File: src/rtl/gfa_komut_yurutucu_if.sv
// ---------------------------------------------------------------------------
// gfa_komut_yurutucu_if
//   Command and result channels of the command executor.
//
//   komut channel : komut_gecerli/komut toward the executor, komut_hazir back.
//   veri channel  : veri/veri_gecerli from the executor, veri_hazir back.
//
//   Modports:
//     master : the side that sends commands and accepts results (bridge / bench)
//     slave  : the command executor itself
// ---------------------------------------------------------------------------
interface gfa_komut_yurutucu_if #(
  parameter int VERI_BIT = 32
);
  logic                komut_gecerli;
  logic [VERI_BIT-1:0] komut;
  logic                komut_hazir;
  logic [VERI_BIT-1:0] veri;
  logic                veri_gecerli;
  logic                veri_hazir;

  modport master (
    output komut_gecerli,
    output komut,
    input  komut_hazir,
    input  veri,
    input  veri_gecerli,
    output veri_hazir
  );

  modport slave (
    input  komut_gecerli,
    input  komut,
    output komut_hazir,
    output veri,
    output veri_gecerli,
    input  veri_hazir
  );
endinterface

File: src/rtl/gfa_komut_yurutucu.sv
// ---------------------------------------------------------------------------
// gfa_komut_yurutucu
//   Command executor behind the AXI4-Lite to FIFO bridge. Command words are
//   buffered in a small FIFO and executed against a local register file:
//     0x0 NOP, 0x1 YAZ (write, data in the next word), 0x2 OKU (read),
//     0x3 OKU_SERI (burst read of [15:8]+1 words, address wraps),
//     0x4 DURUM (status word). Opcodes 0x5-0xF are dropped as invalid.
//
//   Ports:
//     ACLK     : clock, rising edge
//     ARESETn  : asynchronous active-low reset
//     bus      : slave modport of gfa_komut_yurutucu_if (komut / veri channels)
//     hata     : registered OR of the sticky tasma / gecersiz flags
//
//   Opcode sits in [31:28]; VERI_BIT is expected to be 32.
// ---------------------------------------------------------------------------
module gfa_komut_yurutucu #(
  parameter int VERI_BIT      = 32,
  parameter int FIFO_DERINLIK = 4,
  parameter int REG_SAYISI    = 16
) (
  input  logic                  ACLK,
  input  logic                  ARESETn,
  gfa_komut_yurutucu_if.slave   bus,
  output logic                  hata
);

  localparam int FAW = $clog2(FIFO_DERINLIK);
  localparam int CW  = FAW + 1;
  localparam int AW  = $clog2(REG_SAYISI);

  localparam logic [3:0] OP_NOP      = 4'h0;
  localparam logic [3:0] OP_YAZ      = 4'h1;
  localparam logic [3:0] OP_OKU      = 4'h2;
  localparam logic [3:0] OP_OKU_SERI = 4'h3;
  localparam logic [3:0] OP_DURUM    = 4'h4;

  typedef enum logic [1:0] {
    BOSTA      = 2'd0,
    VERI_BEKLE = 2'd1,
    GONDER     = 2'd2
  } durum_e;

  // -------------------------------------------------------------------------
  // State
  // -------------------------------------------------------------------------
  logic [VERI_BIT-1:0] fifo_mem [FIFO_DERINLIK];
  logic [FAW-1:0]      wr_ptr_q, rd_ptr_q;
  logic [CW-1:0]       count_q;

  logic [VERI_BIT-1:0] reg_q [REG_SAYISI];

  durum_e              state_q;
  logic [AW-1:0]       addr_q;
  logic [7:0]          kalan_q;      // words still to send after the current one
  logic                durum_q;      // current result word is a status word
  logic [VERI_BIT-1:0] veri_q;
  logic                veri_gecerli_q;
  logic                tasma_q, gecersiz_q, hata_q;

  // -------------------------------------------------------------------------
  // Combinational helpers
  // -------------------------------------------------------------------------
  logic                fifo_full, fifo_empty;
  logic                push, pop;
  logic [VERI_BIT-1:0] head;
  logic [3:0]          opkod;
  logic [AW-1:0]       head_addr, addr_nxt;
  logic                handshake;
  logic                durum_kabul;
  logic                tasma_d, gecersiz_d;
  logic [VERI_BIT-1:0] durum_word;

  assign fifo_full  = (count_q == CW'(FIFO_DERINLIK));
  assign fifo_empty = (count_q == '0);

  // A word offered while full is simply lost (and flagged below).
  assign push = bus.komut_gecerli && !fifo_full;
  // The FSM only consumes FIFO words while idle or waiting for write data.
  assign pop  = !fifo_empty && ((state_q == BOSTA) || (state_q == VERI_BEKLE));

  assign head      = fifo_mem[rd_ptr_q];
  assign opkod     = head[31:28];
  assign head_addr = head[AW-1:0];
  assign addr_nxt  = addr_q + AW'(1);   // natural wrap modulo REG_SAYISI

  assign handshake = veri_gecerli_q && bus.veri_hazir;

  // komut_hazir is held low during reset and whenever a word is being offered.
  assign bus.komut_hazir  = ARESETn && !fifo_full && !bus.komut_gecerli;
  assign bus.veri         = veri_q;
  assign bus.veri_gecerli = veri_gecerli_q;
  assign hata             = hata_q;

  // NOTE: every variable assigned in an always_comb gets a default first, so
  // no path can leave it unassigned and infer a latch.
  always_comb begin
    durum_word                 = '0;
    durum_word[VERI_BIT-1]     = tasma_q;
    durum_word[VERI_BIT-2]     = gecersiz_q;
    durum_word[7:0]            = 8'(count_q);   // occupancy including the DURUM word itself

    // Status flags clear when the status word is accepted; a new set event in
    // that same cycle takes priority over the clear.
    durum_kabul = (state_q == GONDER) && durum_q && handshake;
    tasma_d     = (bus.komut_gecerli && fifo_full) || (tasma_q && !durum_kabul);
    gecersiz_d  = ((state_q == BOSTA) && pop && (opkod > OP_DURUM)) ||
                  (gecersiz_q && !durum_kabul);
  end

  // -------------------------------------------------------------------------
  // FIFO storage
  // NOTE: the FIFO array has no reset; its contents are only ever read
  // through the pointers/count, which are reset, so stale words are unreachable.
  // -------------------------------------------------------------------------
  always_ff @(posedge ACLK) begin
    if (push) fifo_mem[wr_ptr_q] <= bus.komut;
  end

  // -------------------------------------------------------------------------
  // FIFO control, flags, register file and executor FSM
  // NOTE: all sequential state uses non-blocking assignments so every register
  // samples the pre-edge values regardless of statement order.
  // -------------------------------------------------------------------------
  always_ff @(posedge ACLK or negedge ARESETn) begin
    if (!ARESETn) begin
      wr_ptr_q       <= '0;
      rd_ptr_q       <= '0;
      count_q        <= '0;
      state_q        <= BOSTA;
      addr_q         <= '0;
      kalan_q        <= '0;
      durum_q        <= 1'b0;
      veri_q         <= '0;
      veri_gecerli_q <= 1'b0;
      tasma_q        <= 1'b0;
      gecersiz_q     <= 1'b0;
      hata_q         <= 1'b0;
      // The register file is architecturally visible and must read as zero
      // after reset, so it is reset explicitly (small enough for flops).
      for (int i = 0; i < REG_SAYISI; i++) reg_q[i] <= '0;
    end else begin
      // FIFO bookkeeping; simultaneous push and pop leaves count unchanged.
      if (push) wr_ptr_q <= wr_ptr_q + FAW'(1);
      if (pop)  rd_ptr_q <= rd_ptr_q + FAW'(1);
      case ({push, pop})
        2'b10:   count_q <= count_q + CW'(1);
        2'b01:   count_q <= count_q - CW'(1);
        default: count_q <= count_q;
      endcase

      tasma_q    <= tasma_d;
      gecersiz_q <= gecersiz_d;
      hata_q     <= tasma_d || gecersiz_d;

      case (state_q)
        BOSTA: begin
          if (pop) begin
            case (opkod)
              OP_YAZ: begin
                addr_q  <= head_addr;
                state_q <= VERI_BEKLE;
              end
              OP_OKU, OP_OKU_SERI: begin
                addr_q         <= head_addr;
                kalan_q        <= (opkod == OP_OKU_SERI) ? head[15:8] : 8'd0;
                durum_q        <= 1'b0;
                veri_q         <= reg_q[head_addr];
                veri_gecerli_q <= 1'b1;
                state_q        <= GONDER;
              end
              OP_DURUM: begin
                kalan_q        <= 8'd0;
                durum_q        <= 1'b1;
                veri_q         <= durum_word;
                veri_gecerli_q <= 1'b1;
                state_q        <= GONDER;
              end
              default: ;   // NOP and invalid opcodes are consumed without effect
            endcase
          end
        end

        VERI_BEKLE: begin
          // The data word is written as-is, never decoded as an opcode.
          if (pop) begin
            reg_q[addr_q] <= head;
            state_q       <= BOSTA;
          end
        end

        GONDER: begin
          if (handshake) begin
            if (kalan_q != 8'd0) begin
              addr_q  <= addr_nxt;
              kalan_q <= kalan_q - 8'd1;
              veri_q  <= reg_q[addr_nxt];
            end else begin
              veri_gecerli_q <= 1'b0;
              durum_q        <= 1'b0;
              state_q        <= BOSTA;
            end
          end
        end

        default: state_q <= BOSTA;
      endcase
    end
  end

endmodule

File: src/flat_wrapper.sv
// flat-port wrapper written by rule: the top's interface ports become plain ports
module gfa_komut_yurutucu_flat 
#(
  parameter int VERI_BIT      = 32,
  parameter int FIFO_DERINLIK = 4,
  parameter int REG_SAYISI    = 16
)
  (ACLK, ARESETn, hata, bus_komut_gecerli, bus_komut, bus_komut_hazir, bus_veri, bus_veri_gecerli, bus_veri_hazir);
  gfa_komut_yurutucu_if #(.VERI_BIT(VERI_BIT)) bus_i ();
  input  logic ACLK;
  input  logic ARESETn;
  output logic hata;
  input wire logic [$bits(bus_i.komut_gecerli)-1:0] bus_komut_gecerli;
  input wire logic [$bits(bus_i.komut)-1:0] bus_komut;
  output wire logic [$bits(bus_i.komut_hazir)-1:0] bus_komut_hazir;
  output wire logic [$bits(bus_i.veri)-1:0] bus_veri;
  output wire logic [$bits(bus_i.veri_gecerli)-1:0] bus_veri_gecerli;
  input wire logic [$bits(bus_i.veri_hazir)-1:0] bus_veri_hazir;
  assign bus_i.komut_gecerli = bus_komut_gecerli;
  assign bus_i.komut = bus_komut;
  assign bus_komut_hazir = bus_i.komut_hazir;
  assign bus_veri = bus_i.veri;
  assign bus_veri_gecerli = bus_i.veri_gecerli;
  assign bus_i.veri_hazir = bus_veri_hazir;
  gfa_komut_yurutucu #(.VERI_BIT(VERI_BIT), .FIFO_DERINLIK(FIFO_DERINLIK), .REG_SAYISI(REG_SAYISI)) u_core (.ACLK(ACLK), .ARESETn(ARESETn), .bus(bus_i), .hata(hata));
endmodule
File: config.mk
export PLATFORM = sky130hd
export DESIGN_NAME = gfa_komut_yurutucu_flat
export DESIGN_NICKNAME = d
export VERILOG_FILES = /design/src/rtl/gfa_komut_yurutucu_if.sv /design/src/rtl/gfa_komut_yurutucu.sv /design/src/flat_wrapper.sv
export SDC_FILE = /design/constraint.sdc
export NUM_CORES = 2
export LEC_CHECK = 0
export CAP_MARGIN = 20
export CORE_ASPECT_RATIO = 1.25
export CORE_MARGIN = 2
export CORE_UTILIZATION = 46
export CTS_CLUSTER_DIAMETER = 80
export DETAILED_ROUTE_END_ITERATION = 16
export GPL_ROUTABILITY_DRIVEN = 0
export MAX_ROUTING_LAYER = met4
export PLACE_DENSITY = 0.63
export SYNTH_ARGS = -nofsm -noshare
export SYNTH_HDL_FRONTEND = slang
export SYNTH_SLANG_ARGS = --single-unit
File: constraint.sdc
create_clock -name ACLK -period 4.2 [get_ports ACLK]
set_clock_uncertainty 0.1 [all_clocks]
set_input_delay 0.63 -clock ACLK [delete_from_list [all_inputs] [get_ports ACLK]]
set_output_delay 0.63 -clock ACLK [all_outputs]
set_load 0.02 [all_outputs]
# --- Yosys cells after proc, flatten, opt, wreduce, memory -nomap -nowiden ---
# Memories as Yosys holds them, arrays and structs flattened.
# Cells that the tools add are included.
totals:
  ramBits: 128
  wordCells: 138
  input_bits: 36
  output_inout_bits: 35
  memories: 1
  regBits: 570
memory_table:
  columns: ["memory", "depth", "width", "rd", "rd_ports_with_merged_regs", "write_ports", "line", "source"]
  rows:
  - ["u_core.fifo_mem", 4, 32, 1, 0, 1, "gfa_komut_yurutucu.sv:47", "logic [VERI_BIT-1:0] fifo_mem [FIFO_DERINLIK];"]
op_classes:
  n_lt_le_gt_ge: 5
  bitwise_logic: 3
  addsub: 6
  reduce_logical: 35
  n_eq_ne: 18
  mux: 42
op_table:
  columns: ["op", "n"]
  rows:
  - ["bitwise mux 512 bit", 1]
  - ["binary-select mux 32 bit (select 4 bit)", 2]
  - ["two-way mux 32 bit", 8]
  - ["demux 32 bit (select 4 bit)", 1]
  - ["case mux 32 bit (2 select lines)", 2]
  - ["two-way mux 8 bit", 4]
  - ["case mux 8 bit (2 select lines)", 2]
  - ["AND reduction 5 bit", 5]
  - ["two-way mux 4 bit", 4]
  - [">= comparator 5 bit, second input constant", 3]
  - ["inverter 4 -> 5 bit", 3]
  - ["logical AND 1 bit", 13]
  - ["== test 4 x 2 -> 1 bit, second input constant", 2]
  - ["two-way mux 2 bit", 4]
  - ["inequality test 2 bit, second input constant", 4]
  - ["case mux 4 bit (2 select lines)", 1]
  - ["nonzero test 8 bit", 1]
  - ["subtractor 8 x 1 -> 8 bit, second input constant", 1]
  - ["two-way mux 1 bit", 7]
  - ["inequality test 2 x 1 -> 1 bit, second input constant", 3]
  - ["inequality test 3 bit, second input constant", 2]
  - ["case mux 1 bit (2 select lines)", 3]
  - ["case mux 2 bit (3 select lines)", 1]
  - ["case mux 3 bit (2 select lines)", 1]
  - ["other kinds (20)", 31]

# --- Logic depth before layout (Yosys ltp) ---
logic_depth:
  ltp_word: 8
  depth_mapped: 13
  depth_no_buf: 10

# --- Worst setup path before layout ---
# Ideal clock, no wire load.
synth_path:
  kind: "reg2reg"
  startpoint: "reg u_core.addr_q[0]"
  endpoint: "reg u_core.veri_q[29], in the netlist u_core.bus.veri[29]"
  synth_period_minus_slack_ns: 3.849
  stages_incl_launch_ff: 14
  setup_ns: 0.126
  t_arrival_ns: 3.623
  required_time_ns: 3.974
  n_path_buf: 7
  slack_ns: 0.351
  cell_sequence: "dfrtp_1 -> clkbuf_1 -> buf_2 -> buf_2 -> buf_2 -> inv_1 -> ha_1 -> clkbuf_1 -> clkbuf_1 -> clkbuf_1 -> mux4_2 -> mux2i_1 -> a2111oi_2 -> a221o_1"
synth_between:
  elab_chain_cells: 8
synth_rtl:
  columns: ["item", "line", "source"]
  rows:
  - ["start, declared", "gfa_komut_yurutucu.sv:54", "logic [AW-1:0] addr_q;"]
  - ["start signal, assigned", "gfa_komut_yurutucu.sv:161", "addr_q <= head_addr;"]
  - ["start signal, assigned", "gfa_komut_yurutucu.sv:165", "addr_q <= head_addr;"]
  - ["start signal, assigned", "gfa_komut_yurutucu.sv:195", "addr_q <= addr_nxt;"]
  - ["adder 4 x 1 -> 4 bit", "gfa_komut_yurutucu.sv:85", "assign addr_nxt = addr_q + AW'(1);"]
  - ["inverter 4 -> 5 bit (not written as such)", "gfa_komut_yurutucu.sv:197", "veri_q <= reg_q[addr_nxt];"]
  - ["binary-select mux 32 bit (select 4 bit)", "gfa_komut_yurutucu.sv:197", null]
  - ["two-way mux 32 bit (not written as such) (2 in a row)", "gfa_komut_yurutucu.sv:197", null]
  - ["two-way mux 32 bit", "gfa_komut_yurutucu.sv:194", "if (kalan_q != 8'd0) begin"]
  - ["two-way mux 32 bit", "gfa_komut_yurutucu.sv:193", "if (handshake) begin"]
  - ["case mux 32 bit (2 select lines)", "gfa_komut_yurutucu.sv:156", "case (state_q)"]
  - ["end signal, assigned", "gfa_komut_yurutucu.sv:168", "veri_q <= reg_q[head_addr];"]
  - ["end signal, assigned", "gfa_komut_yurutucu.sv:175", "veri_q <= durum_word;"]
  - ["end signal, assigned", "gfa_komut_yurutucu.sv:197", null]
  - ["end, declared", "gfa_komut_yurutucu.sv:57", "logic [VERI_BIT-1:0] veri_q;"]
# No other way between the ends. The select of a mux whose other input is x is not followed.
# A chain may end at the register's enable or synchronous reset.

# --- Final worst setup path ---
layout_path:
  startpoint: "reg u_core.rd_ptr_q[0]"
  endpoint: "reg u_core.veri_q[12], in the netlist u_core.bus.veri[12]"
layout_between:
  elab_chain_cells: 8
  word_cells_on_any_way: 14
  cone_classes: "eq/ne: 4; mux: 6; bitwise: 1; reduce/logical: 2; memory: 1"
layout_rtl:
  columns: ["item", "line", "source"]
  rows:
  - ["start, declared", "gfa_komut_yurutucu.sv:48", "logic [FAW-1:0] wr_ptr_q, rd_ptr_q;"]
  - ["start signal, assigned", "gfa_komut_yurutucu.sv:145", "if (pop) rd_ptr_q <= rd_ptr_q + FAW'(1);"]
  - ["memory (4 x 32 bit) (*)", null, null]
  - ["inverter 4 -> 5 bit (not written as such)", "gfa_komut_yurutucu.sv:168", null]
  - ["binary-select mux 32 bit (select 4 bit)", "gfa_komut_yurutucu.sv:168", null]
  - ["two-way mux 32 bit (not written as such) (2 in a row)", "gfa_komut_yurutucu.sv:168", null]
  - ["case mux 32 bit (2 select lines)", "gfa_komut_yurutucu.sv:159", "case (opkod)"]
  - ["two-way mux 32 bit", "gfa_komut_yurutucu.sv:158", "if (pop) begin"]
  - ["case mux 32 bit (2 select lines)", "gfa_komut_yurutucu.sv:156", null]
# Every way passes the cells marked *; elsewhere a longest branch is shown, timed or not. The select of a mux whose other input is x is not followed.

==> results by group <==
Status
  – Status: complete, no violations

Global routing
  – First-pass GRT wire length: 152000 µm
  – Largest net degree at the start of global routing: 186
  – GR Util met3: roughly 3.1%
  – GRT Total Usage: 26.4%
  – Vias in the first global route: 24300
  – Initial antenna violation count: 0
  – Grt ovf: 0
  – GRT met2 Usage: 44.0%
  – Routing usage on met1: 32.6%
  – Gr busiest metal: met2

Placement
  – Half-perimeter wire length after placement: just under 60000 µm
  – Post-place setup slack: 525 ps
  – # port buffers: 70
  – Cell count after placement: 3511

Synth
  – Synth Warn #: 0
  – Netlist Area Pre-Place: around 35000 µm²
  – Fraction of registers with async set/reset: 81.7%
  – Synth Register Bits: 698
  – Synth Flop Type: dfrtp_1
  – Number of synthesized flops with an enable pin: 128
  – Post-synthesis sequential area ratio: between 50% and 60%
  – Cells after Synth: 2614
  – Syn_nets: approximately 2700
  – Post-Syn Area per Cell: 13.4 µm²
  – Synth unique cells: 56

CTS
  – Clk Latency, worst-skew pair: 630 ps
  – Htree depth: 3
  – Num CTS Buffers: between 70 and 80
  – Max Root-Sink Buffers: 3
  – CTS clk-pin slew, worst paths: approximately 60 ps
  – CTS resizes: 0
  – CTS Sinks: 698
  – CTS tree: built
  – Root buf cell: clkbuf_16

STA
  – Hold violation count in the final report: 0
  – Period utilization: 88.2%
  – Slew HR: 21.2%
  – Final setup margin: 496 ps
  – Pin slew with the least headroom to its limit: 1180 ps
  – Slew Limit Fails: 0
  – Fin crit period: about 3700 ps
  – Unrepaired setup endpoints after global routing: false
  – Fmax achieved: 270 MHz
  – Setup Total Neg Slack: 0 ps
  – Setup violators final: 0

Setup path
  – Crit Path Category: reg2reg
  – Worst endpoint data arrival time: 4150 ps
  – CP max FO: 50
  – Max incr delay on CP: 740 ps
  – CP max-delay cell: mux4_2
  – CP cell instances: mux4_2 -> or4b_4 -> o21ai_2 -> o221ai_4 -> buf_12 -> a2111oi_0 -> a221o_1
  – CP endpoint kind: register
  – WP data required: 4650 ps
  – Critical Path Source Type: register

Power and ir drop
  – PD cells: 698 nW/µm²
  – Leak: 17.5 nW
  – VDD IR max: 0.000615 V

Floorplanning
  – CORE AREA: 75800 µm²
  – Die span in x: 251 µm
  – Number of I/O pins: 71
  – Die Ht: 313 µm
  – Rows: 113
  – Initial Utilization: 46.4%
  – Die footprint: 78700 µm²

Detailed routing
  – Drt total wl: 99200 µm
  – DRC errors left: 0
  – 1st-pass router iterations: 6
  – Via count: 23100
  – DR WL/cell: 27.2 µm
  – DR vias/cell: 6.33
  – Final ANT Viol Nets: 0
  – DR iter-0 viols: 1678

Finish
  – # nets final: 2658
  – Area added between synthesis and finish: 12.4%
  – Non-filler cells, final: 3644
  – N_diodes: 0
  – Share of layout cells above drive strength 1: a little under a third

Worst hold path
  – Hold Path Class: in2async

Run
  – MaxCap Viol Count: 0
## worst max-delay path: cells and delay by family (launching register included)
family                 cells  cell delay [ps]
AND/OR/NAND/NOR            1              620
flip-flops                 1              470
AO/OA/AOI/OAI              4             1280
multiplexers               1              740
buffers and inverters      1              420
## metal layers
metal | part of all wire, % | wire, µm
met5 | 0 | 0
met2 | 50 | 50000
met3 | 4.7 | 4710
met4 | 4.2 | 4170
met1 | 41 | 40300
## worst paths after layout
check / start / to / slack (ps) / cells after the start
min: ARESETn / u_core.wr_ptr_q[1]$_DFFE_PN0P_ / 370 / 2
min reg2reg: u_core.reg_q[130]$_DFFE_PN0P_ / u_core.reg_q[130]$_DFFE_PN0P_ / 410 / 2
max reg2reg: u_core.rd_ptr_q[0]$_DFFE_PN0P_ / u_core.bus.veri[12]$_DFFE_PN0P_ / 500 / 7
max in group asynchronous: ARESETn / u_core.reg_q[463]$_DFFE_PN0P_ / 1860 / 4
max: u_core.rd_ptr_q[0]$_DFFE_PN0P_ / u_core.bus.veri[12]$_DFFE_PN0P_ / 500 / 7
min in group ACLK: u_core.reg_q[130]$_DFFE_PN0P_ / u_core.reg_q[130]$_DFFE_PN0P_ / 410 / 2
## cell usage in the layout, fill, tap and decap left out, drive strengths merged, types with 11 or more instances in the layout
master	count
dfrtp	570
mux2	453
nand2	265
mux2i	205
mux4	164
edfxtp	128
clkbuf	105
buf	92
o21ai	87
a211oi	85
clkdlybuf4s50	69
and2	64
a311o	52
a32oi	35
nand3	33
nor2b	31
a221o	28
a2111oi	27
nor2	21
nand4	18
clkinv	17
inv	16
ha	11
## flip-flops by register name (all words and copies together) (netlist names)
name	count
u_core.gecersiz_q	1
u_core.tasma_q	1
u_core.state_q	2
u_core.hata	1
u_core.bus.veri_gecerli	1
u_core.wr_ptr_q	2
u_core.count_q	3
u_core.reg_q	512
u_core.rd_ptr_q	2
u_core.addr_q	4
u_core.bus.veri	32
u_core.fifo_mem	128
u_core.durum_q	1
u_core.kalan_q	8
## cells by family (layout without fill, tap and decap cells)
family	after synthesis	in the layout	synth area share [%]
flip-flops	698	698	51.5
adder cells (fa/ha/maj)	12	12	0.448
multiplexers	822	822	30.9
XOR/XNOR	8	8	0.199
AO/OA/AOI/OAI	362	362	7.93
AND/OR/NAND/NOR	459	459	6.10
buffers and inverters	253	306	2.95
## what timing repair did
item,in CTS,in global routing
setup buffers,0,0
hold endpoints to repair,31,0
hold buffers,1,0
endpoints found under the setup margin,0,0
## final cells by class
type                            instances  area (µm²)
Fill cell                            6340       36300
Sequential cell                       698       18100
Multi-Input combinational cell       1663       16100
Clock buffer                          105        2130
Timing Repair Buffer                  162        1640
Tap cell                              977        1220
Clock inverter                         26         240
Inverter                               13        48.8
## through the flow
stage	hold slack, ps	cell area, µm²	total power, W	utilization (%)
floorplan	234	35200	0.0168	-
global placement	378	37100	0.0209	49.0
detailed placement	390	37100	0.0212	49.0
CTS	349	39500	0.0277	52.1
global route	404	39500	0.0289	52.1
finish	368	39500	0.0276	52.1
## synth_stat cells, types with 20 or more instances
library cell / number / area share, %
mux2_2: 453 / 15
clkbuf_1: 184 / 2.0
nor2_1: 21 / 0.22
a32oi_1: 35 / 0.87
dfrtp_1: 570 / 41
o21ai_0: 86 / 1.2
nand3_1: 33 / 0.47
a2111oi_0: 20 / 0.50
a211oi_1: 85 / 1.8
and2_1: 64 / 1.1
mux4_2: 164 / 11
nand2_1: 265 / 2.8
mux2i_1: 205 / 5.8
buf_2: 40 / 0.57
a221o_1: 28 / 0.80
a311o_1: 52 / 1.5
nor2b_1: 31 / 0.55
edfxtp_1: 128 / 11
## where the power goes
| part | internal [W] | switching (W) |
|---|---|---|
| clock | 0.00377 | 0.00269 |
| sequential | 0.00807 | 0.000884 |
| combinational | 0.00445 | 0.00772 |
Note: power is estimated with default switching activity, not from simulation.
